**src/rtl/mandel_pixel_scheduler_if.sv**
```systemverilog
// Core dispatch/result bus and framebuffer write port of the Mandelbrot pixel scheduler.
// master = scheduler side, slave = iteration cores plus framebuffer side.
interface mandel_pixel_scheduler_if #(
    parameter int NUM_CORES = 4,
    parameter int X_W       = 10,
    parameter int Y_W       = 9,
    parameter int ITER_W    = 8,
    parameter int ADDR_W    = 19
);
    logic [NUM_CORES-1:0]        core_start;
    logic [X_W-1:0]              core_x;
    logic [Y_W-1:0]              core_y;
    logic [NUM_CORES-1:0]        core_idle;
    logic [NUM_CORES-1:0]        core_done;
    logic [NUM_CORES*ITER_W-1:0] core_iter;
    logic [NUM_CORES-1:0]        core_ack;
    logic                        fb_we;
    logic [ADDR_W-1:0]           fb_addr;
    logic [ITER_W-1:0]           fb_data;
    logic                        fb_ready;

    modport master (
        output core_start, core_x, core_y, core_ack, fb_we, fb_addr, fb_data,
        input  core_idle, core_done, core_iter, fb_ready
    );

    modport slave (
        input  core_start, core_x, core_y, core_ack, fb_we, fb_addr, fb_data,
        output core_idle, core_done, core_iter, fb_ready
    );
endinterface

```
**src/rtl/mandel_pixel_scheduler.sv**
```systemverilog
// Raster-order pixel dispatcher for NUM_CORES Mandelbrot cores, with round-robin
// result arbitration onto a single buffered framebuffer write port.
module mandel_pixel_scheduler #(
    parameter int NUM_CORES = 4,
    parameter int H_RES     = 640,
    parameter int V_RES     = 480,
    parameter int X_W       = 10,
    parameter int Y_W       = 9,
    parameter int ITER_W    = 8,
    parameter int ADDR_W    = 19
) (
    input  logic                    clk_i,
    input  logic                    resetn_i,
    input  logic                    start_i,
    output logic                    busy_o,
    output logic                    frame_done_o,
    mandel_pixel_scheduler_if.master bus
);

    localparam int PTR_W = (NUM_CORES > 1) ? $clog2(NUM_CORES) : 1;

    typedef enum logic [1:0] {IDLE, RUN, DRAIN, DONE} state_e;

    state_e                 state_q, state_d;
    logic [X_W-1:0]         x_q, x_d;
    logic [Y_W-1:0]         y_q, y_d;
    logic [PTR_W-1:0]       dispPtr_q, dispPtr_d;
    logic [PTR_W-1:0]       wbPtr_q, wbPtr_d;
    logic [NUM_CORES-1:0]   outstanding_q, outstanding_d;
    logic [X_W-1:0]         tagX_q [NUM_CORES];
    logic [Y_W-1:0]         tagY_q [NUM_CORES];
    logic [NUM_CORES-1:0]   coreStart_q, coreStart_d;
    logic [X_W-1:0]         coreX_q, coreX_d;
    logic [Y_W-1:0]         coreY_q, coreY_d;
    logic                   fbWe_q, fbWe_d;
    logic [ADDR_W-1:0]      fbAddr_q, fbAddr_d;
    logic [ITER_W-1:0]      fbData_q, fbData_d;
    logic [NUM_CORES-1:0]   ack;

    logic [NUM_CORES-1:0]   eligible;
    logic [NUM_CORES-1:0]   candidates;
    logic                   dispValid;
    logic                   capValid;
    logic [PTR_W-1:0]       dispIdx;
    logic [PTR_W-1:0]       capIdx;
    logic                   lastPixel;

    // First requester at or after ptr, wrapping modulo NUM_CORES.
    function automatic logic [PTR_W-1:0] rrPick(input logic [NUM_CORES-1:0] req,
                                                 input logic [PTR_W-1:0]     ptr);
        logic [PTR_W-1:0] pick;
        logic             found;
        int               idx;
        pick  = '0;
        found = 1'b0;
        for (int k = 0; k < NUM_CORES; k++) begin
            idx = (int'(ptr) + k) % NUM_CORES;
            if (!found && req[idx]) begin
                pick  = PTR_W'(idx);
                found = 1'b1;
            end
        end
        return pick;
    endfunction

    function automatic logic [PTR_W-1:0] nextPtr(input logic [PTR_W-1:0] i);
        return PTR_W'((int'(i) + 1) % NUM_CORES);
    endfunction

    assign eligible   = bus.core_idle & ~outstanding_q;
    assign candidates = bus.core_done & outstanding_q;
    assign dispValid  = (state_q == RUN) && (eligible != '0);
    // The single buffer slot may be refilled in the same cycle its contents are accepted.
    assign capValid   = ((state_q == RUN) || (state_q == DRAIN)) &&
                        (!fbWe_q || bus.fb_ready) && (candidates != '0);
    assign dispIdx    = rrPick(eligible, dispPtr_q);
    assign capIdx     = rrPick(candidates, wbPtr_q);
    assign lastPixel  = (x_q == X_W'(H_RES - 1)) && (y_q == Y_W'(V_RES - 1));

    always_comb begin
        state_d       = state_q;
        x_d           = x_q;
        y_d           = y_q;
        dispPtr_d     = dispPtr_q;
        wbPtr_d       = wbPtr_q;
        outstanding_d = outstanding_q;
        coreStart_d   = '0;
        coreX_d       = coreX_q;
        coreY_d       = coreY_q;
        fbWe_d        = fbWe_q;
        fbAddr_d      = fbAddr_q;
        fbData_d      = fbData_q;
        ack           = '0;

        case (state_q)
            IDLE: begin
                if (start_i) begin
                    state_d = RUN;
                    x_d     = '0;
                    y_d     = '0;
                end
            end
            RUN: begin
                if (dispValid) begin
                    coreStart_d[dispIdx]   = 1'b1;
                    coreX_d                = x_q;
                    coreY_d                = y_q;
                    outstanding_d[dispIdx] = 1'b1;
                    dispPtr_d              = nextPtr(dispIdx);
                    if (lastPixel) begin
                        state_d = DRAIN;
                    end else if (x_q == X_W'(H_RES - 1)) begin
                        x_d = '0;
                        y_d = y_q + Y_W'(1);
                    end else begin
                        x_d = x_q + X_W'(1);
                    end
                end
            end
            DRAIN: begin
                if ((outstanding_q == '0) && !fbWe_q && !capValid) begin
                    state_d = DONE;
                end
            end
            DONE: begin
                state_d = IDLE;
            end
            default: begin
                state_d = IDLE;
            end
        endcase

        if (fbWe_q && bus.fb_ready) begin
            fbWe_d = 1'b0;
        end
        if (capValid) begin
            ack[capIdx]           = 1'b1;
            fbWe_d                = 1'b1;
            fbAddr_d              = ADDR_W'(tagY_q[capIdx]) * ADDR_W'(H_RES) +
                                    ADDR_W'(tagX_q[capIdx]);
            fbData_d              = bus.core_iter[int'(capIdx)*ITER_W +: ITER_W];
            outstanding_d[capIdx] = 1'b0;
            wbPtr_d               = nextPtr(capIdx);
        end
    end

    always_ff @(posedge clk_i or negedge resetn_i) begin
        if (!resetn_i) begin
            state_q       <= IDLE;
            x_q           <= '0;
            y_q           <= '0;
            dispPtr_q     <= '0;
            wbPtr_q       <= '0;
            outstanding_q <= '0;
            coreStart_q   <= '0;
            coreX_q       <= '0;
            coreY_q       <= '0;
            fbWe_q        <= 1'b0;
            fbAddr_q      <= '0;
            fbData_q      <= '0;
        end else begin
            state_q       <= state_d;
            x_q           <= x_d;
            y_q           <= y_d;
            dispPtr_q     <= dispPtr_d;
            wbPtr_q       <= wbPtr_d;
            outstanding_q <= outstanding_d;
            coreStart_q   <= coreStart_d;
            coreX_q       <= coreX_d;
            coreY_q       <= coreY_d;
            fbWe_q        <= fbWe_d;
            fbAddr_q      <= fbAddr_d;
            fbData_q      <= fbData_d;
        end
    end

    // Each core remembers which pixel it is working on so its result can be addressed.
    always_ff @(posedge clk_i or negedge resetn_i) begin
        if (!resetn_i) begin
            for (int i = 0; i < NUM_CORES; i++) begin
                tagX_q[i] <= '0;
                tagY_q[i] <= '0;
            end
        end else if (dispValid) begin
            tagX_q[dispIdx] <= x_q;
            tagY_q[dispIdx] <= y_q;
        end
    end

    assign busy_o         = (state_q == RUN) || (state_q == DRAIN);
    assign frame_done_o   = (state_q == DONE);
    assign bus.core_start = coreStart_q;
    assign bus.core_x     = coreX_q;
    assign bus.core_y     = coreY_q;
    assign bus.core_ack   = ack;
    assign bus.fb_we      = fbWe_q;
    assign bus.fb_addr    = fbAddr_q;
    assign bus.fb_data    = fbData_q;

endmodule

```
**src/flat_wrapper.sv**
```systemverilog
// flat-port wrapper written by rule: the top's interface ports become plain ports
module mandel_pixel_scheduler_flat 
#(
    parameter int NUM_CORES = 4,
    parameter int H_RES     = 640,
    parameter int V_RES     = 480,
    parameter int X_W       = 10,
    parameter int Y_W       = 9,
    parameter int ITER_W    = 8,
    parameter int ADDR_W    = 19
)
  (clk_i, resetn_i, start_i, busy_o, frame_done_o, bus_core_start, bus_core_x, bus_core_y, bus_core_ack, bus_fb_we, bus_fb_addr, bus_fb_data, bus_core_idle, bus_core_done, bus_core_iter, bus_fb_ready);
  mandel_pixel_scheduler_if #(.NUM_CORES(NUM_CORES), .X_W(X_W), .Y_W(Y_W), .ITER_W(ITER_W), .ADDR_W(ADDR_W)) bus_i ();
  input  logic clk_i;
  input  logic resetn_i;
  input  logic start_i;
  output logic busy_o;
  output logic frame_done_o;
  output wire logic [$bits(bus_i.core_start)-1:0] bus_core_start;
  output wire logic [$bits(bus_i.core_x)-1:0] bus_core_x;
  output wire logic [$bits(bus_i.core_y)-1:0] bus_core_y;
  output wire logic [$bits(bus_i.core_ack)-1:0] bus_core_ack;
  output wire logic [$bits(bus_i.fb_we)-1:0] bus_fb_we;
  output wire logic [$bits(bus_i.fb_addr)-1:0] bus_fb_addr;
  output wire logic [$bits(bus_i.fb_data)-1:0] bus_fb_data;
  input wire logic [$bits(bus_i.core_idle)-1:0] bus_core_idle;
  input wire logic [$bits(bus_i.core_done)-1:0] bus_core_done;
  input wire logic [$bits(bus_i.core_iter)-1:0] bus_core_iter;
  input wire logic [$bits(bus_i.fb_ready)-1:0] bus_fb_ready;
  assign bus_core_start = bus_i.core_start;
  assign bus_core_x = bus_i.core_x;
  assign bus_core_y = bus_i.core_y;
  assign bus_core_ack = bus_i.core_ack;
  assign bus_fb_we = bus_i.fb_we;
  assign bus_fb_addr = bus_i.fb_addr;
  assign bus_fb_data = bus_i.fb_data;
  assign bus_i.core_idle = bus_core_idle;
  assign bus_i.core_done = bus_core_done;
  assign bus_i.core_iter = bus_core_iter;
  assign bus_i.fb_ready = bus_fb_ready;
  mandel_pixel_scheduler #(.NUM_CORES(NUM_CORES), .H_RES(H_RES), .V_RES(V_RES), .X_W(X_W), .Y_W(Y_W), .ITER_W(ITER_W), .ADDR_W(ADDR_W)) u_core (.clk_i(clk_i), .resetn_i(resetn_i), .start_i(start_i), .busy_o(busy_o), .frame_done_o(frame_done_o), .bus(bus_i));
endmodule
```
**config.mk**
```make
export PLATFORM = sky130hd
export DESIGN_NAME = mandel_pixel_scheduler_flat
export DESIGN_NICKNAME = d
export VERILOG_FILES = /design/src/rtl/mandel_pixel_scheduler_if.sv /design/src/rtl/mandel_pixel_scheduler.sv /design/src/flat_wrapper.sv
export SDC_FILE = /design/constraint.sdc
export NUM_CORES = 1
export LEC_CHECK = 0
export BUFFER_PORTS_ARGS = -buffer_cell sky130_fd_sc_hd__buf_2
export CORE_AREA = 2 2 128 130
export DETAILED_ROUTE_END_ITERATION = 10
export DIE_AREA = 0 0 130 132
export GPL_ROUTABILITY_DRIVEN = 1
export PLACE_DENSITY = 0.68
export SYNTH_ARGS = -nofsm -noshare
export SYNTH_HDL_FRONTEND = slang
export SYNTH_SLANG_ARGS = --single-unit
```
**constraint.sdc**
```tcl
create_clock -name clk_i -period 5.1 [get_ports clk_i]
set_clock_uncertainty 0.15 [all_clocks]
set_input_delay 0.765 -clock clk_i [delete_from_list [all_inputs] [get_ports clk_i]]
set_output_delay 0.765 -clock clk_i [all_outputs]
set_load 0.05 [all_outputs]
```
======== Word-level counts from Yosys, hierarchy flattened ========
Index checks and enable logic that the tools add are counted.
operators by class
  $add $sub $neg .......................... 11
  multipliers ............................. 1
  magnitude comparators ................... 15
  eq/ne operators ......................... 11
  shifts and indexed selects .............. 1
  muxes and demuxes ....................... 75
  bitwise gates (word level) .............. 14
  reduce and logical (&&, ||, !) cells .... 42
operator list
  operator                 number
  $mux W10                 7
  $mux W9                  7
  $bwmux W40               1
  $bwmux W36               1
  $shiftx A32 B6 Y8        1
  $lt A3 B4 Y1 const B     6
  $mux W1                  24
  $mux W2                  12
  $mux W4                  6
  $bmux W10 S2             1
  $demux W10 S2            1
  $pmux W10 S2             1
  $add A19 B10 Y19         1
  $bmux W9 S2              1
  $demux W9 S2             1
  $pmux W9 S2              1
  $bmux W1 S2              8
  $logic_and A1 B1 Y1      16
  $and A4 B4 Y4            3
  $lt A2 B3 Y1 const B     4
  $mul A9 B3 Y12 const B   1
  $reduce_or A2 Y1         6
  $add A10 B1 Y10 const B  1
  $eq A10 B10 Y1 const B   1
  26 further kinds         58
storage, ports and cells
  register bits ........................... 156
  input port bits ......................... 44
  output and inout bits ................... 57
  word-level logic and storage cells ...... 190

======== Depth between registers and ports, before layout ========
Gate-level depths: netlist of the first run.
  depth in word-level cells ............... 23
  gate-level depth with buffers ........... 20
  mapped depth without buffers ............ 18

======== Least setup slack after synthesis of the first run ========
Ideal clock, no wire load.
  path kind ............................... input to register
  start point ............................. input port bus_core_done[0]
  end point ............................... register u_core.fbAddr_q[17] (netlist: u_core.bus.fb_addr[17])
  setup time .............................. 127 ps
  data arrival time ....................... 4711 ps
  required time ........................... 4823 ps
  slack ................................... 111 ps
  stages .................................. 19
  path buffers ............................ 2
  cells stage by stage .................... a32o_1 > a21o_1 > a21oi_4 > buf_2 > buf_1 > nand2_1 > and3_1 > a31oi_1 > ha_1 > ha_1 > inv_1 > fa_1 > nor2b_1 > o31a_1 > o31a_1 > a21oi_1 > nor4bb_1 > xnor3_1 > mux2_1
on the way
  cells in the longest elaborated chain, start to end .. 19
  elaborated cells between the ends (all ways) .. 36
  classes of those cells .................. add/sub: 1; mul: 1; mux: 24; bitwise: 2; reduce/logical: 8
RTL lines
  element                                      line                                                          source
  start: declaration                           flat_wrapper.sv:27                                            input wire logic [$bits(bus_i.core_done)-1:0] bus_core_done;
  $and A4 B4 Y4 (*)                            mandel_pixel_scheduler.sv:71                                  assign candidates = bus.core_done & outstanding_q;
  $bmux W1 S2                                  mandel_pixel_scheduler.sv:58                                  if (!found && req[idx]) begin
  $mux W1 (implied by the code)                mandel_pixel_scheduler.sv:58
  $mux W1                                      mandel_pixel_scheduler.sv:58
  $logic_not A1 Y1                             mandel_pixel_scheduler.sv:58
  $logic_and A1 B1 Y1                          mandel_pixel_scheduler.sv:58
  $mux W1                                      mandel_pixel_scheduler.sv:58
  $logic_not A1 Y1                             mandel_pixel_scheduler.sv:58
  [... 2 more ...]                             n/a
  $logic_not A1 Y1                             mandel_pixel_scheduler.sv:58
  $logic_and A1 B1 Y1                          mandel_pixel_scheduler.sv:58
  $mux W2                                      mandel_pixel_scheduler.sv:58
  $not A2 Y3 (implied by the code)             mandel_pixel_scheduler.sv:139, mandel_pixel_scheduler.sv:140
  $bmux W9 S2                                  mandel_pixel_scheduler.sv:139                                 fbAddr_d = ADDR_W'(tagY_q[capIdx]) * ADDR_W'(H_RES) +
  $mux W9 (implied by the code) (2 in series)  mandel_pixel_scheduler.sv:139
  $mul A9 B3 Y12                               mandel_pixel_scheduler.sv:139
  $add A19 B10 Y19                             mandel_pixel_scheduler.sv:139
  end signal: assignment                       mandel_pixel_scheduler.sv:172                                 fbAddr_q <= fbAddr_d;
  end: declaration                             mandel_pixel_scheduler.sv:36                                  logic [ADDR_W-1:0] fbAddr_q, fbAddr_d;
Mark *: on every way between the ends. The rest lies on a longest branch, timed or not. The select of a mux whose other input is x is not followed.
A chain may end at the register's enable or synchronous reset.

======== Worst setup path after layout of the first run ========
  start point ............................. register u_core.outstanding_q[0]
  end point ............................... register u_core.fbAddr_q[17] (netlist: u_core.bus.fb_addr[17])
on the way
  cells in the longest elaborated chain, start to end .. 19
  elaborated cells between the ends (all ways) .. 36
  classes of those cells .................. add/sub: 1; mul: 1; mux: 24; bitwise: 2; reduce/logical: 8
RTL lines
  element                                      line                                                          source
  start: declaration                           mandel_pixel_scheduler.sv:29                                  logic [NUM_CORES-1:0] outstanding_q, outstanding_d;
  start signal: assignment                     mandel_pixel_scheduler.sv:167                                 outstanding_q <= outstanding_d;
  $and A4 B4 Y4 (*)                            mandel_pixel_scheduler.sv:71
  $bmux W1 S2                                  mandel_pixel_scheduler.sv:58
  $mux W1 (implied by the code)                mandel_pixel_scheduler.sv:58
  $mux W1                                      mandel_pixel_scheduler.sv:58
  $logic_not A1 Y1                             mandel_pixel_scheduler.sv:58
  $logic_and A1 B1 Y1                          mandel_pixel_scheduler.sv:58
  $mux W1                                      mandel_pixel_scheduler.sv:58
  $logic_not A1 Y1                             mandel_pixel_scheduler.sv:58
  [... 2 more ...]                             n/a
  $logic_not A1 Y1                             mandel_pixel_scheduler.sv:58
  $logic_and A1 B1 Y1                          mandel_pixel_scheduler.sv:58
  $mux W2                                      mandel_pixel_scheduler.sv:58
  $not A2 Y3 (implied by the code)             mandel_pixel_scheduler.sv:139, mandel_pixel_scheduler.sv:140
  $bmux W9 S2                                  mandel_pixel_scheduler.sv:139
  $mux W9 (implied by the code) (2 in series)  mandel_pixel_scheduler.sv:139
  $mul A9 B3 Y12                               mandel_pixel_scheduler.sv:139
  $add A19 B10 Y19                             mandel_pixel_scheduler.sv:139
Marked as above.

==> metrics.md, run 1 <==
| Metric | Value |
|---|---|
| Buffers on Ports | `100` |
| Grt total ovfl | `0` |
| Post-layout util | `0.587` |
| Place WS | `0.226 ns` |
| # Post-CTS Setup Buffers | `0` |
| Area contributors post-synth | `dfrtp_1 (49%), nand2_1 (9.8%), mux2_2 (8.6%), ha_1 (4.9%), and3_1 (2.7%)` |
| Hold buffer count at cts | `0` |
| Layout cells sized above 1 | `0.240` |
| Setup TNS | `0 ns` |
| Vias in the first global route | `5,650` |
| NumNets Final | `970` |
| Synth Flop Type | `dfrtp_1` |
| Area fraction of the dominant cell type after synthesis | `0.495` |
| Largest net degree at the start of global routing | `88` |
| Wirelength, routed | `18,100 um` |
| Commonest cells in the netlist | `nand2_1 (206), dfrtp_1 (156), mux2_2 (60)` |
| Final Hold Vio Count | `0` |
| Async S/R FF share, synth | `1.00` |
| Switching power total | `2.73 mW` |
| Slew @ Worst Pin | `0.944 ns` |
| Slowest stage delay, CP | `0.50 ns` |
| CTS Buf Count | `17` |
| Synthesis warning total | `0` |
| Status | `finished clean` |
| Drt wl/cell | `16.1 um` |
| Slowest cell on crit path | `dfrtp_1` |
| Worst setup path class | `reg2reg` |
| Die Area | `between 0.015 and 0.02 mm2` |
| Number of clock sinks | `around 160` |
| Internal Power | `3.44 mW` |
| Final Setup Violations | `0` |
| Logic pwr share | `0.496` |
| H-tree depth | `4` |
| Peak VDD IR | `0.284 mV` |
| CP Data Arrival Time | `4.75 ns` |
| Tot Pwr | `between 6 and 7 mW` |
| Initial core utilization | `0.502` |
| I/O pin count | `101` |
| Ant diodes | `0` |
| Slew Viols, Final | `0` |
| CTS tree | `done` |
| DRC | `0` |
| Clock tree buffer depth | `2` |
| Leakage Power | `about 4.8 nW` |
| Routability cong. | `0.841` |
| #FFs+latches synth | `roughly 160` |
| Register area | `0.00390 mm2` |
| Register share of total power | `0.297` |
| Critical Path Sink Type | `flop` |
| Worst path top cell family by delay | `compound AO/OA/AOI/OAI gates` |
| Startpoint Class | `flop` |
| Worst-skew pair later-pin latency | `0.43 ns` |
| Vias | `5,990` |
| Initial DRC Count | `372` |
| Core ar. | `0.0157 mm2` |
| Pwr Density | `between 600 and 700 mW/mm2` |
| Die X-Extent | `130 um` |
| Fillers | `1,422` |
| Initial antenna violation count | `0` |
| Sw frac | `0.443` |
| Multi-input logic area | `~0.0037 mm2` |
| Final min period | `4.59 ns` |
| Final HPWL DP | `12,300 um` |
| CTS resizes | `0` |
| Gr usage total | `0.221` |
| Tcrit/Tclk final | `0.900` |
| Min-delay worst type | `in2async` |
| Clock power frac | `0.207` |
| Slew headroom | `0.370` |
| Syn Inst Count | `799` |
| First-pass GRT wire length | `29,400 um` |
| Die height | `132 um` |
| Seq/Total Area, Yosys | `0.495` |
| WP data required | `roughly 5.3 ns` |
| Drt pass-1 iters | `5` |
| Vias per inst | `~5.3` |
| Max_cap viols | `0` |
| Row cnt | `46` |
| CP max FO | `17` |
| Post-Syn Area | `~0.008 mm2` |
| EDFF count, synth | `0` |
| Antenna viol nets, final | `0` |
| Most numerous cell in the Yosys netlist | `nand2_1` |
| Post-synthesis cell type count | `54` |
| Root Driver | `clkbuf_16` |
| Syn Area/Cell | `9.88 um2` |
| Syn_nets | `876` |
| Crit path buf inv count | `2` |
| RSZ-0062 raised after global routing | `no` |
| Clk pin slew, worst setup/hold paths | `0.06 ns` |
| Biggest area consumer among synthesized cells | `dfrtp_1` |
| Max frequency | `218 MHz` |
| Cell Chain, Critical Path | `a32o_1 > a21o_1 > a21oi_4 > buf_4 > nand2_1 > and3_1 > a31oi_1 > ha_1 > ha_1 > inv_1 > fa_1 > nor2b_1 > o31a_1 > o31a_1 > a21oi_1 > nor4bb_1 > xnor3_1 > mux2_1` |
| Final WS setup | `0.509 ns` |
| Area delta synth->final | `16.8%` |
-- worst register-to-register path, cell delays in order (launching register included) --
cell and delay [ns]:
dfrtp_1 0.50, a32o_1 0.32, a21o_1 0.22, a21oi_4 0.18
buf_4 0.23, nand2_1 0.07, and3_1 0.17, a31oi_1 0.23
ha_1 0.29, ha_1 0.23, inv_1 0.07, fa_1 0.19
nor2b_1 0.07, o31a_1 0.28, o31a_1 0.26, a21oi_1 0.16
nor4bb_1 0.29, xnor3_1 0.27, mux2_1 0.29
-- cells in the final DEF (no fill, tap or decap), types with 16 or more instances in the layout --
master,count
mux2_2,60
buf_2,99
dfrtp_1,156
nor2_1,39
inv_1,17
xor2_1,16
and3_1,34
ha_1,31
a311oi_1,16
clkbuf_16,17
nand2_1,206
o21ai_0,36
a21o_1,20
-- per-layer routing --
layer,wire length (um),global-route usage
met3,910,0.0426
met5,0,0
met4,282,0.0747
met2,8050,0.326
met1,8860,0.325
-- path summary, 6_finish.rpt --
path | from | end | slack [ns] | depth (start not counted)
max | u_core.outstanding_q[0]$_DFF_PN0_ | u_core.bus.fb_addr[17]$_DFFE_PN0P_ | 0.51 | 18
min | resetn_i | u_core.bus.fb_addr[9]$_DFFE_PN0P_ | 0.26 | 1
max reg2reg | u_core.outstanding_q[0]$_DFF_PN0_ | u_core.bus.fb_addr[17]$_DFFE_PN0P_ | 0.51 | 18
min reg2reg | u_core.bus.fb_addr[12]$_DFFE_PN0P_ | u_core.bus.fb_addr[12]$_DFFE_PN0P_ | 0.32 | 2
max in group asynchronous | resetn_i | u_core.tagY_q[8]$_DFFE_PN0P_ | 3.56 | 2
min in group clk_i | u_core.bus.fb_addr[12]$_DFFE_PN0P_ | u_core.bus.fb_addr[12]$_DFFE_PN0P_ | 0.32 | 2
-- power groups by stage --
stage,registers [mW],logic [mW],clock network [mW]
floorplan,2.26,1.88,0
global placement,1.84,3.02,0
detailed placement,1.85,3.05,0
CTS,1.83,3.08,1.31
global route,1.88,3.37,1.36
finish,1.83,3.06,1.28
-- final cells by class --
class,count,area share
clock inverters,11,0.0155
well taps,216,0.0293
multi-input cells,582,0.407
clock buffers,21,0.0499
flip-flops and latches,156,0.423
inverters,22,0.00896
repair buffers,114,0.0664
-- cells by family (layout without fill, tap and decap cells) --
family | count (synthesis) | after routing | share of synthesized area
AOI/OAI and AO/OA | 119 | 119 | 0.102
xor gates and xnor gates | 24 | 24 | 0.0284
adders and majority gates | 33 | 33 | 0.0542
buffers and inverters | 61 | 168 | 0.0319
DFF | 156 | 156 | 0.495
muxes | 70 | 70 | 0.0997
and+or+nand+nor | 336 | 336 | 0.189
-- sequential cells by signal, summed over array words and instances (netlist names), 4 cells and up --
name / count
u_core.tagX_q: 40
u_core.tagY_q: 36
u_core.bus.fb_addr: 19
u_core.bus.core_x: 10
u_core.x_q: 10
u_core.bus.core_y: 9
u_core.y_q: 9
u_core.bus.fb_data: 8
u_core.bus.core_start: 4
u_core.outstanding_q: 4
-- per-stage QoR --
stage	cell area (um2)	hold WS [ns]	cells
after floorplan	7890	0.300	799
after global placement	8620	0.304	1090
after detailed placement	8620	0.307	1090
after CTS	9220	0.286	1122
after global routing	9220	0.329	1122
final	9220	0.262	1122
(Power assumes the default switching activity.)
==> run 2: changes to the inputs <==
- GPL_TIMING_DRIVEN: default -> 0
==> run 2 against run 1 <==
- global-route usage rose by 1.7 points
- hold slack got worse by 0.094 ns
- worst setup slack got worse by 0.24 ns
- first-iteration DRC count fell by 3.0%
- flip-flop and latch count did not move
==> metrics.md, run 2 (synthesis results as in run 1) <==
| Metric | Value |
|---|---|
| Status | `finished clean` |
| CP max FO | `11 (-6)` |
| Sw frac | `0.444 (+0.000996)` |
| Startpoint Class | `flop` |
| Leakage Power | `4.84 nW (+1.7%)` |
| Buffers on Ports | `100 (unchanged)` |
| Drt wl/cell | `16.8 um (+4.2%)` |
| Max reg flops | `40 (unchanged)` |
| Logic pwr share | `0.503 (+0.007)` |
| Gr usage total | `0.238 (+0.0173)` |
| Number of clock sinks | `156 (unchanged)` |
| Initial core utilization | `0.502 (unchanged)` |
| CTS tree | `done` |
| Layout cells sized above 1 | `0.247 (+0.00780)` |
| Reg2reg path depth | `16 (-2)` |
| Multi-input logic area | `0.00378 mm2 (+0.93%)` |
| Row cnt | `46 (unchanged)` |
| Drt pass-1 iters | `5 (unchanged)` |
| Register share of total power | `0.281 (-0.016)` |
| CTS Buf Count | `17 (unchanged)` |
| Pwr Density | `683 mW/mm2 (+2.2%)` |
| Clock power frac | `0.216 (+0.009)` |
| Final Cell Area | `0.00942 mm2 (+2.2%)` |
| Area delta synth->final | `19.3%` |
| Final Hold Vio Count | `0 (unchanged)` |
| H-tree depth | `4 (unchanged)` |
| Place WS | `-0.923 ns (-1.15 ns)` |
| Setup crit start | `u_core.outstanding_q[0]$_DFF_PN0_` |
| CP Data Arrival Time | `5.00 ns (+0.25 ns)` |
| Die height | `132 um (unchanged)` |
| Die X-Extent | `130 um (unchanged)` |
| DRC | `0 (unchanged)` |
| Clock tree buffer depth | `2 (unchanged)` |
| Clk pin slew, worst setup/hold paths | `0.06 ns (about the same)` |
| Peak VDD IR | `0.333 mV (+17%)` |
| Vias | `6,140 (+2.5%)` |
| Hold buffer count at cts | `0 (unchanged)` |
| Register area | `0.00391 mm2 (about the same)` |
| Vias in the first global route | `6,000 (+6.2%)` |
| Initial antenna violation count | `0 (unchanged)` |
| Final min period | `4.83 ns (+0.243 ns)` |
| Slew headroom | `0.562 (+0.192)` |
| Reg2reg start | `u_core.outstanding_q[0]$_DFF_PN0_` |
| Critical Path Sink Type | `flop` |
| Final HPWL DP | `13,400 um (+8.3%)` |
| Wirelength, routed | `19,300 um (+6.5%)` |
| Final WS setup | `0.267 ns (-0.243 ns)` |
| Initial DRC Count | `361 (-3.0%)` |
| Worst setup path class | `reg2reg` |
| Slew @ Worst Pin | `0.652 ns (-0.292 ns)` |
| Max frequency | `207 MHz (-5.0%)` |
| Internal Power | `3.58 mW (+4.2%)` |
| Biggest register | `u_core.tagX_q` |
| CP endpoint | `u_core.bus.fb_addr[17]$_DFFE_PN0P_` |
| Final Setup Violations | `0 (unchanged)` |
| Tcrit/Tclk final | `0.948 (+0.0476)` |
| Slew Viols, Final | `0 (unchanged)` |
| Ant diodes | `0 (unchanged)` |
| I/O pin count | `101 (unchanged)` |
| Die Area | `0.0172 mm2 (unchanged)` |
| Placed instance area | `0.00870 mm2 (+0.93%)` |
| Core ar. | `0.0157 mm2 (unchanged)` |
| Antenna viol nets, final | `0 (unchanged)` |
| Largest net degree at the start of global routing | `96 (+9.1%)` |
| Tot Pwr | `6.44 mW (+4.4%)` |
| WP data required | `5.27 ns (about the same)` |
| Most common cell after layout, fill and taps aside | `nand2_1` |
| Fillers | `1,373 (-3.4%)` |
| Worst reg2reg setup slack | `0.27 ns (-0.24 ns)` |
| Max_cap viols | `0 (unchanged)` |
| Commonest non-fill, non-tap cells in the layout | `nand2_1 (206), dfrtp_1 (154), buf_2 (105), mux2_2 (60), nor2_1 (39)` |
| Switching power total | `2.86 mW (+4.6%)` |
| Reg2reg end | `u_core.bus.fb_addr[17]$_DFFE_PN0P_` |
| Root Driver | `clkbuf_16` |
| NumNets Final | `994 (+2.5%)` |
| Grt total ovfl | `0 (unchanged)` |
| Min-delay worst type | `in2async` |
| First-pass GRT wire length | `31,500 um (+7.1%)` |
| Worst-skew pair later-pin latency | `0.43 ns (about the same)` |
| Routability cong. | `0.847 (+0.70%)` |
| Vias per inst | `5.36 (+0.36%)` |
run 2: changes by cell type in the layout (fill, tap and decap cells not counted), moves of 2 or more:
cell,delta
clkbuf_4,+5
a31oi_2,+2
bufinv_16,+2
dfrtp_1,-2
clkbuf_1,+15
dfrtp_2,+2
buf_2,+6
a31oi_1,-3
buf_4,-10
clkbuf_2,+4
clkinv_4,-2
run 2: critical path, stage by stage, from the launching register on:
cell,delay (ns)
dfrtp_2,0.49
a32o_1,0.28
a21o_1,0.22
a21oi_4,0.18
clkbuf_4,0.24
buf_4,0.21
buf_4,0.21
nand2_1,0.11
a31oi_4,0.24
ha_1,0.27
ha_1,0.23
inv_1,0.07
fa_1,0.45
nor3_1,0.41
nor4bb_4,0.39
xnor3_1,0.27
mux2_1,0.30
run 2: per-layer routing:
layer / up-vias / share of wire / track usage
li1: 2976 / - / -
met1: 2945 / 0.47 / 0.335
met2: 189 / 0.45 / 0.366
met3: 30 / 0.058 / 0.0491
met4: 0 / 0.020 / 0.0812
met5: - / 0 / 0
run 2: cell type report:
type | instances | share of cell area
timing repair buffer | 103 | 0.0583
sequential | 156 | 0.415
tap | 216 | 0.0287
inverter | 22 | 0.00877
clock buffer | 20 | 0.0485
multi-input combinational | 582 | 0.402
clock inverter | 12 | 0.0205
buffer | 35 | 0.0189
run 2: what timing repair did:
action,in CTS,in global routing
setup buffers,2,0
cloned,0,0
pin swaps,1,0
setup endpoints to repair,4,2
resized for setup,8,18
run 2: stage by stage:
stage | util | hold WS [ns] | TNS, ns | std cells
after floorplan | - | 0.300 | 0 | 799
after global placement | 0.551 | 0.305 | -2.60 | 1115
after detailed placement | 0.554 | 0.309 | -2.84 | 1116
after CTS | 0.596 | 0.184 | 0 | 1146
after global routing | 0.599 | 0.207 | -0.0284 | 1146
final | 0.599 | 0.169 | 0 | 1146
run 2: worst min path at each step:
stage	startpoint	end	slack, ns	cells after the start
finish	resetn_i	u_core.tagY_q[3]$_DFFE_PN0P_	0.17	1
global route	resetn_i	u_core.bus.fb_addr[10]$_DFFE_PN0P_	0.21	1
CTS	resetn_i	u_core.bus.fb_addr[10]$_DFFE_PN0P_	0.18	1
detailed placement	u_core.bus.core_y[2]$_DFFE_PN0P_	u_core.bus.core_y[2]$_DFFE_PN0P_	0.31	2
global placement	u_core.bus.fb_addr[6]$_DFFE_PN0P_	u_core.bus.fb_addr[6]$_DFFE_PN0P_	0.31	1
floorplan	u_core.tagX_q[12]$_DFFE_PN0P_	u_core.tagX_q[12]$_DFFE_PN0P_	0.30	2
run 2: power by group through the flow:
stage	sequential, mW	combinational (mW)	clock, mW
finish	1.81	3.24	1.39
global route	1.85	3.57	1.46
CTS	1.80	3.20	1.41
detailed placement	1.82	3.14	0
global placement	1.81	3.11	0
floorplan	2.26	1.88	0
